`src/rtl/eu_pkg.sv`:
```
// eu_pkg: opcode constants, issue-queue FSM encoding and the opcode legality helper.
package eu_pkg;

  localparam logic [3:0] OP_ADD = 4'b0000;
  localparam logic [3:0] OP_SUB = 4'b0001;
  localparam logic [3:0] OP_AND = 4'b0010;
  localparam logic [3:0] OP_OR  = 4'b0011;
  localparam logic [3:0] OP_XOR = 4'b0100;
  localparam logic [3:0] OP_NOT = 4'b0101;
  localparam logic [3:0] OP_MUL = 4'b1000;
  localparam logic [3:0] OP_DIV = 4'b1001;

  localparam logic [15:0] ILLEGAL_RESULT = 16'hDEAD;

  typedef enum logic [1:0] {
    ST_IDLE  = 2'd0,
    ST_ISSUE = 2'd1,
    ST_WAIT  = 2'd2,
    ST_RESP  = 2'd3
  } eu_state_e;

  function automatic logic is_legal_op(input logic [3:0] op);
    case (op)
      OP_ADD, OP_SUB, OP_AND, OP_OR, OP_XOR, OP_NOT, OP_MUL, OP_DIV: return 1'b1;
      default: return 1'b0;
    endcase
  endfunction

endpackage

```
`src/rtl/eu_issue_queue_if.sv`:
```
// eu_issue_queue_if: instruction, EU and result handshakes of the issue queue.
// slave = the queue itself, master = its environment (producer, EU, consumer).
interface eu_issue_queue_if #(
  parameter int DEPTH = 4,
  parameter int TAG_W = 4
);
  logic                     in_valid;
  logic                     in_ready;
  logic [3:0]               in_opcode;
  logic [7:0]               in_a;
  logic [7:0]               in_b;
  logic [TAG_W-1:0]         in_tag;
  logic                     eu_start;
  logic [3:0]               eu_opcode;
  logic [7:0]               eu_a;
  logic [7:0]               eu_b;
  logic                     eu_busy;
  logic                     eu_done;
  logic [15:0]              eu_result;
  logic                     res_valid;
  logic                     res_ready;
  logic [15:0]              res_data;
  logic [TAG_W-1:0]         res_tag;
  logic                     res_err;
  logic [$clog2(DEPTH):0]   q_count;

  modport slave (
    input  in_valid, in_opcode, in_a, in_b, in_tag,
    input  eu_busy, eu_done, eu_result, res_ready,
    output in_ready, eu_start, eu_opcode, eu_a, eu_b,
    output res_valid, res_data, res_tag, res_err, q_count
  );

  modport master (
    output in_valid, in_opcode, in_a, in_b, in_tag,
    output eu_busy, eu_done, eu_result, res_ready,
    input  in_ready, eu_start, eu_opcode, eu_a, eu_b,
    input  res_valid, res_data, res_tag, res_err, q_count
  );
endinterface

```
`src/rtl/eu_sync_fifo.sv`:
```
// eu_sync_fifo: small single-clock FIFO with occupancy count; push is ignored when full,
// pop is ignored when empty. Head is presented combinationally for same-cycle issue.
module eu_sync_fifo #(
  parameter int DEPTH = 4,
  parameter int WIDTH = 24
) (
  input  logic                   clk,
  input  logic                   rst,
  input  logic                   push,
  input  logic                   pop,
  input  logic [WIDTH-1:0]       wdata,
  output logic [WIDTH-1:0]       rdata,
  output logic                   full,
  output logic                   empty,
  output logic [$clog2(DEPTH):0] count
);
  localparam int AW = $clog2(DEPTH);

  logic [WIDTH-1:0] mem [DEPTH];
  logic [AW-1:0]    wr_ptr_reg;
  logic [AW-1:0]    rd_ptr_reg;
  logic [AW:0]      count_reg;
  logic             push_ok;
  logic             pop_ok;

  assign full    = (count_reg == (AW+1)'(DEPTH));
  assign empty   = (count_reg == '0);
  assign push_ok = push && !full;
  assign pop_ok  = pop && !empty;
  assign rdata   = mem[rd_ptr_reg];
  assign count   = count_reg;

  // Storage carries no reset: stale entries are unreachable once the pointers clear.
  always_ff @(posedge clk) begin
    if (push_ok) mem[wr_ptr_reg] <= wdata;
  end

  always_ff @(posedge clk or posedge rst) begin
    if (rst) begin
      wr_ptr_reg <= '0;
      rd_ptr_reg <= '0;
      count_reg  <= '0;
    end else begin
      if (push_ok) wr_ptr_reg <= wr_ptr_reg + 1'b1;
      if (pop_ok)  rd_ptr_reg <= rd_ptr_reg + 1'b1;
      case ({push_ok, pop_ok})
        2'b10:   count_reg <= count_reg + 1'b1;
        2'b01:   count_reg <= count_reg - 1'b1;
        default: count_reg <= count_reg;
      endcase
    end
  end
endmodule

```
`src/rtl/eu_issue_queue.sv`:
```
// eu_issue_queue: buffers EU instructions, issues them one at a time via start/busy/done
// and returns tagged results in order. Optional macro: EU_ILLEGAL_OP_CHECK_EN.
module eu_issue_queue
  import eu_pkg::*;
#(
  parameter int DEPTH = 4,
  parameter int TAG_W = 4
) (
  input logic             clk,
  input logic             rst,
  eu_issue_queue_if.slave bus
);
  localparam int ENTRY_W = 20 + TAG_W;
  localparam int CNT_W   = $clog2(DEPTH) + 1;

  logic [ENTRY_W-1:0] head_entry;
  logic [TAG_W-1:0]   head_tag;
  logic [3:0]         head_op;
  logic [7:0]         head_a;
  logic [7:0]         head_b;
  logic               fifo_full;
  logic               fifo_empty;
  logic               fifo_push;
  logic               fifo_pop;
  logic               head_illegal;
  logic [CNT_W-1:0]   fifo_count;

  eu_state_e          state_reg;
  eu_state_e          state_next;
  logic               issue_pulse;
  logic               resp_valid;

  logic [3:0]         eu_opcode_reg;
  logic [7:0]         eu_a_reg;
  logic [7:0]         eu_b_reg;
  logic [TAG_W-1:0]   issued_tag_reg;
  logic [15:0]        res_data_reg;
  logic [TAG_W-1:0]   res_tag_reg;

  assign fifo_push = bus.in_valid && !fifo_full;
  assign {head_tag, head_op, head_a, head_b} = head_entry;

  eu_sync_fifo #(
    .DEPTH(DEPTH),
    .WIDTH(ENTRY_W)
  ) u_fifo (
    .clk   (clk),
    .rst   (rst),
    .push  (fifo_push),
    .pop   (fifo_pop),
    .wdata ({bus.in_tag, bus.in_opcode, bus.in_a, bus.in_b}),
    .rdata (head_entry),
    .full  (fifo_full),
    .empty (fifo_empty),
    .count (fifo_count)
  );

`ifdef EU_ILLEGAL_OP_CHECK_EN
  assign head_illegal = !fifo_empty && !is_legal_op(head_op);
`else
  assign head_illegal = 1'b0;
`endif

  always_ff @(posedge clk or posedge rst) begin
    if (rst) state_reg <= ST_IDLE;
    else     state_reg <= state_next;
  end

  always_comb begin
    state_next = state_reg;
    case (state_reg)
      ST_IDLE: begin
        // Illegal heads retire without touching the EU, so they need not wait for !busy.
        if (head_illegal)                     state_next = ST_RESP;
        else if (!fifo_empty && !bus.eu_busy) state_next = ST_ISSUE;
      end
      ST_ISSUE: state_next = ST_WAIT;
      ST_WAIT:  if (bus.eu_done)   state_next = ST_RESP;
      ST_RESP:  if (bus.res_ready) state_next = ST_IDLE;
      default:  state_next = ST_IDLE;
    endcase
  end

  always_comb begin
    issue_pulse = (state_reg == ST_ISSUE);
    resp_valid  = (state_reg == ST_RESP);
    fifo_pop    = (state_reg == ST_ISSUE) || ((state_reg == ST_IDLE) && head_illegal);
  end

  always_ff @(posedge clk or posedge rst) begin
    if (rst) begin
      eu_opcode_reg  <= '0;
      eu_a_reg       <= '0;
      eu_b_reg       <= '0;
      issued_tag_reg <= '0;
      res_data_reg   <= '0;
      res_tag_reg    <= '0;
    end else begin
      if ((state_reg == ST_IDLE) && (state_next == ST_ISSUE)) begin
        eu_opcode_reg  <= head_op;
        eu_a_reg       <= head_a;
        eu_b_reg       <= head_b;
        issued_tag_reg <= head_tag;
      end
      if ((state_reg == ST_WAIT) && bus.eu_done) begin
        res_data_reg <= bus.eu_result;
        res_tag_reg  <= issued_tag_reg;
      end
`ifdef EU_ILLEGAL_OP_CHECK_EN
      if ((state_reg == ST_IDLE) && head_illegal) begin
        res_data_reg <= ILLEGAL_RESULT;
        res_tag_reg  <= head_tag;
      end
`endif
    end
  end

`ifdef EU_ILLEGAL_OP_CHECK_EN
  logic res_err_reg;

  always_ff @(posedge clk or posedge rst) begin
    if (rst)                                      res_err_reg <= 1'b0;
    else if ((state_reg == ST_IDLE) && head_illegal) res_err_reg <= 1'b1;
    else if ((state_reg == ST_WAIT) && bus.eu_done)  res_err_reg <= 1'b0;
  end

  assign bus.res_err = res_err_reg;
`else
  assign bus.res_err = 1'b0;
`endif

  assign bus.in_ready  = !fifo_full;
  assign bus.q_count   = fifo_count;
  assign bus.eu_start  = issue_pulse;
  assign bus.eu_opcode = eu_opcode_reg;
  assign bus.eu_a      = eu_a_reg;
  assign bus.eu_b      = eu_b_reg;
  assign bus.res_valid = resp_valid;
  assign bus.res_data  = res_data_reg;
  assign bus.res_tag   = res_tag_reg;
endmodule

```
`src/flat_wrapper.sv`:
```
// flat-port wrapper written by rule: the top's interface ports become plain ports
module eu_issue_queue_flat import eu_pkg::*;
#(
  parameter int DEPTH = 4,
  parameter int TAG_W = 4
)
  (clk, rst, bus_in_valid, bus_in_opcode, bus_in_a, bus_in_b, bus_in_tag, bus_eu_busy, bus_eu_done, bus_eu_result, bus_res_ready, bus_in_ready, bus_eu_start, bus_eu_opcode, bus_eu_a, bus_eu_b, bus_res_valid, bus_res_data, bus_res_tag, bus_res_err, bus_q_count);
  eu_issue_queue_if #(.DEPTH(DEPTH), .TAG_W(TAG_W)) bus_i ();
  input logic clk;
  input logic rst;
  input wire logic [$bits(bus_i.in_valid)-1:0] bus_in_valid;
  input wire logic [$bits(bus_i.in_opcode)-1:0] bus_in_opcode;
  input wire logic [$bits(bus_i.in_a)-1:0] bus_in_a;
  input wire logic [$bits(bus_i.in_b)-1:0] bus_in_b;
  input wire logic [$bits(bus_i.in_tag)-1:0] bus_in_tag;
  input wire logic [$bits(bus_i.eu_busy)-1:0] bus_eu_busy;
  input wire logic [$bits(bus_i.eu_done)-1:0] bus_eu_done;
  input wire logic [$bits(bus_i.eu_result)-1:0] bus_eu_result;
  input wire logic [$bits(bus_i.res_ready)-1:0] bus_res_ready;
  output wire logic [$bits(bus_i.in_ready)-1:0] bus_in_ready;
  output wire logic [$bits(bus_i.eu_start)-1:0] bus_eu_start;
  output wire logic [$bits(bus_i.eu_opcode)-1:0] bus_eu_opcode;
  output wire logic [$bits(bus_i.eu_a)-1:0] bus_eu_a;
  output wire logic [$bits(bus_i.eu_b)-1:0] bus_eu_b;
  output wire logic [$bits(bus_i.res_valid)-1:0] bus_res_valid;
  output wire logic [$bits(bus_i.res_data)-1:0] bus_res_data;
  output wire logic [$bits(bus_i.res_tag)-1:0] bus_res_tag;
  output wire logic [$bits(bus_i.res_err)-1:0] bus_res_err;
  output wire logic [$bits(bus_i.q_count)-1:0] bus_q_count;
  assign bus_i.in_valid = bus_in_valid;
  assign bus_i.in_opcode = bus_in_opcode;
  assign bus_i.in_a = bus_in_a;
  assign bus_i.in_b = bus_in_b;
  assign bus_i.in_tag = bus_in_tag;
  assign bus_i.eu_busy = bus_eu_busy;
  assign bus_i.eu_done = bus_eu_done;
  assign bus_i.eu_result = bus_eu_result;
  assign bus_i.res_ready = bus_res_ready;
  assign bus_in_ready = bus_i.in_ready;
  assign bus_eu_start = bus_i.eu_start;
  assign bus_eu_opcode = bus_i.eu_opcode;
  assign bus_eu_a = bus_i.eu_a;
  assign bus_eu_b = bus_i.eu_b;
  assign bus_res_valid = bus_i.res_valid;
  assign bus_res_data = bus_i.res_data;
  assign bus_res_tag = bus_i.res_tag;
  assign bus_res_err = bus_i.res_err;
  assign bus_q_count = bus_i.q_count;
  eu_issue_queue #(.DEPTH(DEPTH), .TAG_W(TAG_W)) u_core (.clk(clk), .rst(rst), .bus(bus_i));
endmodule
```
`config.mk`:
```
export PLATFORM = sky130hd
export DESIGN_NAME = eu_issue_queue_flat
export DESIGN_NICKNAME = d
export VERILOG_FILES = /design/src/rtl/eu_pkg.sv /design/src/rtl/eu_issue_queue_if.sv /design/src/rtl/eu_sync_fifo.sv /design/src/rtl/eu_issue_queue.sv /design/src/flat_wrapper.sv
export SDC_FILE = /design/constraint.sdc
export NUM_CORES = 1
export LEC_CHECK = 0
export CAP_MARGIN = 0
export CORE_ASPECT_RATIO = 0.6
export CORE_MARGIN = 4
export CORE_UTILIZATION = 45
export CTS_CLUSTER_DIAMETER = 80
export DETAILED_ROUTE_END_ITERATION = 7
export PLACE_DENSITY_LB_ADDON = 0.12
export SYNTH_ARGS = -nofsm -noshare
export SYNTH_HDL_FRONTEND = slang
export SYNTH_SLANG_ARGS = --single-unit
```
`constraint.sdc`:
```
create_clock -name clk -period 2.7 [get_ports clk]
set_input_delay 0.54 -clock clk [delete_from_list [all_inputs] [get_ports clk]]
set_output_delay 0.54 -clock clk [all_outputs]
set_load 0.005 [all_outputs]
```
==> flow_metrics.tcl <==
set metrics [dict create \
    htree_levels 4 \
    final.setup.worst_slack_ns 0.3129 \
    dp.final_hpwl_mm 6.507 \
    clk_pin_slew_worst_paths_ns 0.06 \
    critPathRequiredTime_ns 2.16 \
    clk_latency_ns 0.41 \
    rsz0062_at_grt "no" \
    ir_drop_mv 0.4459 \
    initial_utilization 0.4668 \
    ys.flop_type "edfxtp_1" \
    drt_iter0_drc 111 \
    cpLargestDelayFamily "simple AND/OR/NAND/NOR gates" \
    arrival_ns 1.85 \
    setup_viol 0 \
    syn2layout_area_growth_pct 30.12 \
    status "completed" \
    async_flop_share 0.3557 \
    stdcell_count 554 \
    grtUsageMet3 0.05896 \
    layout_min_cycle_time_ns 2.387 \
    holdWs_ns 0.4750 \
    endpoint_kind "output pin" \
    n_fill_cell 907 \
    antenna_found_initial 0 \
    r2r-start "u_core.u_fifo.count[0]" \
    post_cts_resized 0 \
    worst_pin_slew_ns 0.5190 \
    slowest_stage "or3b_2" \
    hold_buffers 0 \
    fmax_mhz 418.9 \
    critPathMaxFanout 6 \
    post-cts-setup-buffers 0 \
    synthesis.area_mm2 0.005703 \
    yosysWarningCount 0 \
    finalHoldViolCount 0 \
    die_h_um 95.20 \
    slowest_delay_ns 0.54 \
    antennaDiodeCount 0 \
    fp.dieW_um 153.3 \
    largest_reg_flops 96 \
    core_mm2 0.01222 \
    clk_path_buf_depth 2 \
    crit_path_start_kind "flip-flop" \
    drv_slew 0 \
    dp.cells 522 \
    synth_edf_count 96 \
    pwr_density_cell_mw_per_mm2 1134 \
    reg2regPathDepth 8 \
    drive_above_1_share 0.2905 \
    grt_use_total 0.1504 \
    gp_congestion 0.6699 \
    grt_pass1_wl_mm 16.38 \
    grt_util_met1 0.1985 \
    viasPerCell 4.984 \
    fin_tns_setup_ns 0 \
    cp_num_buf_inv 1 \
    yosys.area.top_type "edfxtp_1" \
    p_leak_nw 2.836 \
    syn-num-nets 321 \
    crit_type "flip-flop to output pin" \
    cts_tree "built" \
    ant_nets 0 \
    die-area_mm2 0.01460 \
    r2r_end "u_core.u_fifo.count[2]" \
    post-route-period-util 0.8841 \
    vias 2761 \
    use_met2 0.2354 \
    synth.area.top_cells "edfxtp_1 (51%), dfrtp_1 (23%), mux4_2 (9.5%), mux2_2 (5.1%), mux2_4 (5.0%)" \
    grt_start_max_net_pins 26 \
    slew-limit-headroom 0.6540 \
    syn_inst 269 \
    routed_wl_mm 10.31 \
    ys_types 30 \
    avgSynthCellArea_um2 21.20 \
    port_buffers 91 \
    fin_skew_ns 0.007842 \
    p_total_mw 8.413 \
    synth_seq_cells 149 \
    min-delay-path-class "input port to asynchronous set/reset pin" \
    ys_seq_area_frac 0.7380 \
    reg2reg_slack_ns 0.44 \
    grt_busiest_layer "met2" \
    io-pin-count 93 \
    grt_overflow 0 \
    preCtsSetupSlack_ns 0.3663 \
    maxCapViolCount 0 \
    cts.sinks 149 \
    fin_nets 428 \
    grt_pass1_vias 2935 \
    ctsRootBufferMaster "clkbuf_16" \
    cts_buffers 17 \
    path_cells "or3b_2, clkdlybuf4s50_1" \
    wl_per_cell_um 18.61 \
    yosysTopAreaCellShare 0.5055 \
    row_count 31 \
    drc 0 \
    first_pass_iters 5 \
]
layout make-up:
cell class	instances	area, µm²	area share
inverter	7	26.28	0.003541
tap	165	206.4	0.02782
timing repair buffer	101	998.5	0.1345
multi-input combinational	100	1374	0.1851
sequential	149	4210	0.5674
clock buffer	26	574.3	0.07739
clock inverter	6	31.28	0.004215
worst max-delay path by stage:
stage | startpoint | to | slack, ns | cells after the start
after detailed placement | bus_eu_busy | u_core.bus.eu_b[2] | 0.37 | 4
after floorplan | u_core.u_fifo.count[0] | u_core.u_fifo.count[2] | 0.50 | 9
final | u_core.u_fifo.count[0] | bus_in_ready | 0.31 | 2
after global placement | bus_eu_busy | u_core.bus.eu_a[3] | 0.36 | 4
after global routing | u_core.u_fifo.count[0] | bus_in_ready | 0.23 | 2
after CTS | u_core.u_fifo.count[0] | bus_in_ready | 0.29 | 2
synthesized netlist by cell type (2+ instances only):
cell / instances
edfxtp_1: 96
dfrtp_1: 53
mux2_2: 26
mux4_2: 24
mux2_4: 19
inv_1: 7
ha_1: 5
and3_1: 4
xor2_1: 4
buf_2: 3
clkbuf_1: 3
and2b_1: 2
buf_1: 2
buf_4: 2
nand2_1: 2
nor2_1: 2
xnor2_1: 2
routing by layer:
metal  share of wire  vias up
li1                -     1255
met1            0.45     1434
met2            0.49       68
met3           0.058        4
met4          0.0050        0
met5               0        -
power breakdown:
group / switching (mW) / total, mW / internal, mW
clock network: 0.865 / 2.33 / 1.46
logic: 0.884 / 2.51 / 1.63
registers: 0.397 / 3.57 / 3.17
total: 2.15 / 8.41 / 6.27
cell usage in the layout (no fill, tap or decap), drive strengths merged:
cell	count
conb	1
a21oi	1
xor2	4
nand3b	1
or4	1
and3	4
and3b	1
fa	1
mux2i	1
edfxtp	96
inv	8
nor2	2
o211ai	1
clkdlybuf4s50	91
xnor2	2
mux2	45
nand2	2
buf	10
nor3	1
dfrtp	53
or3b	1
clkbuf	26
ha	5
and2b	2
mux4	24
clkinv	5
stage by stage:
stage	instance area, µm²	utilization
after floorplan	5703	-
after global placement	6815	0.5578
after detailed placement	6815	0.5578
after CTS	7421	0.6074
after global routing	7421	0.6074
final	7421	0.6074
cells by family after synthesis:
logic type / count (synthesis) / share of synthesized area
AND/OR/NAND/NOR: 15 / 0.01624
flip-flops: 149 / 0.7380
other: 1 / 0.0006576
XOR/XNOR: 6 / 0.009214
AO/OA/AOI/OAI: 2 / 0.002194
multiplexers: 70 / 0.1979
buffers and inverters: 20 / 0.02128
adder cells (fa/ha/maj): 6 / 0.01448
(Power assumes the default switching activity.)
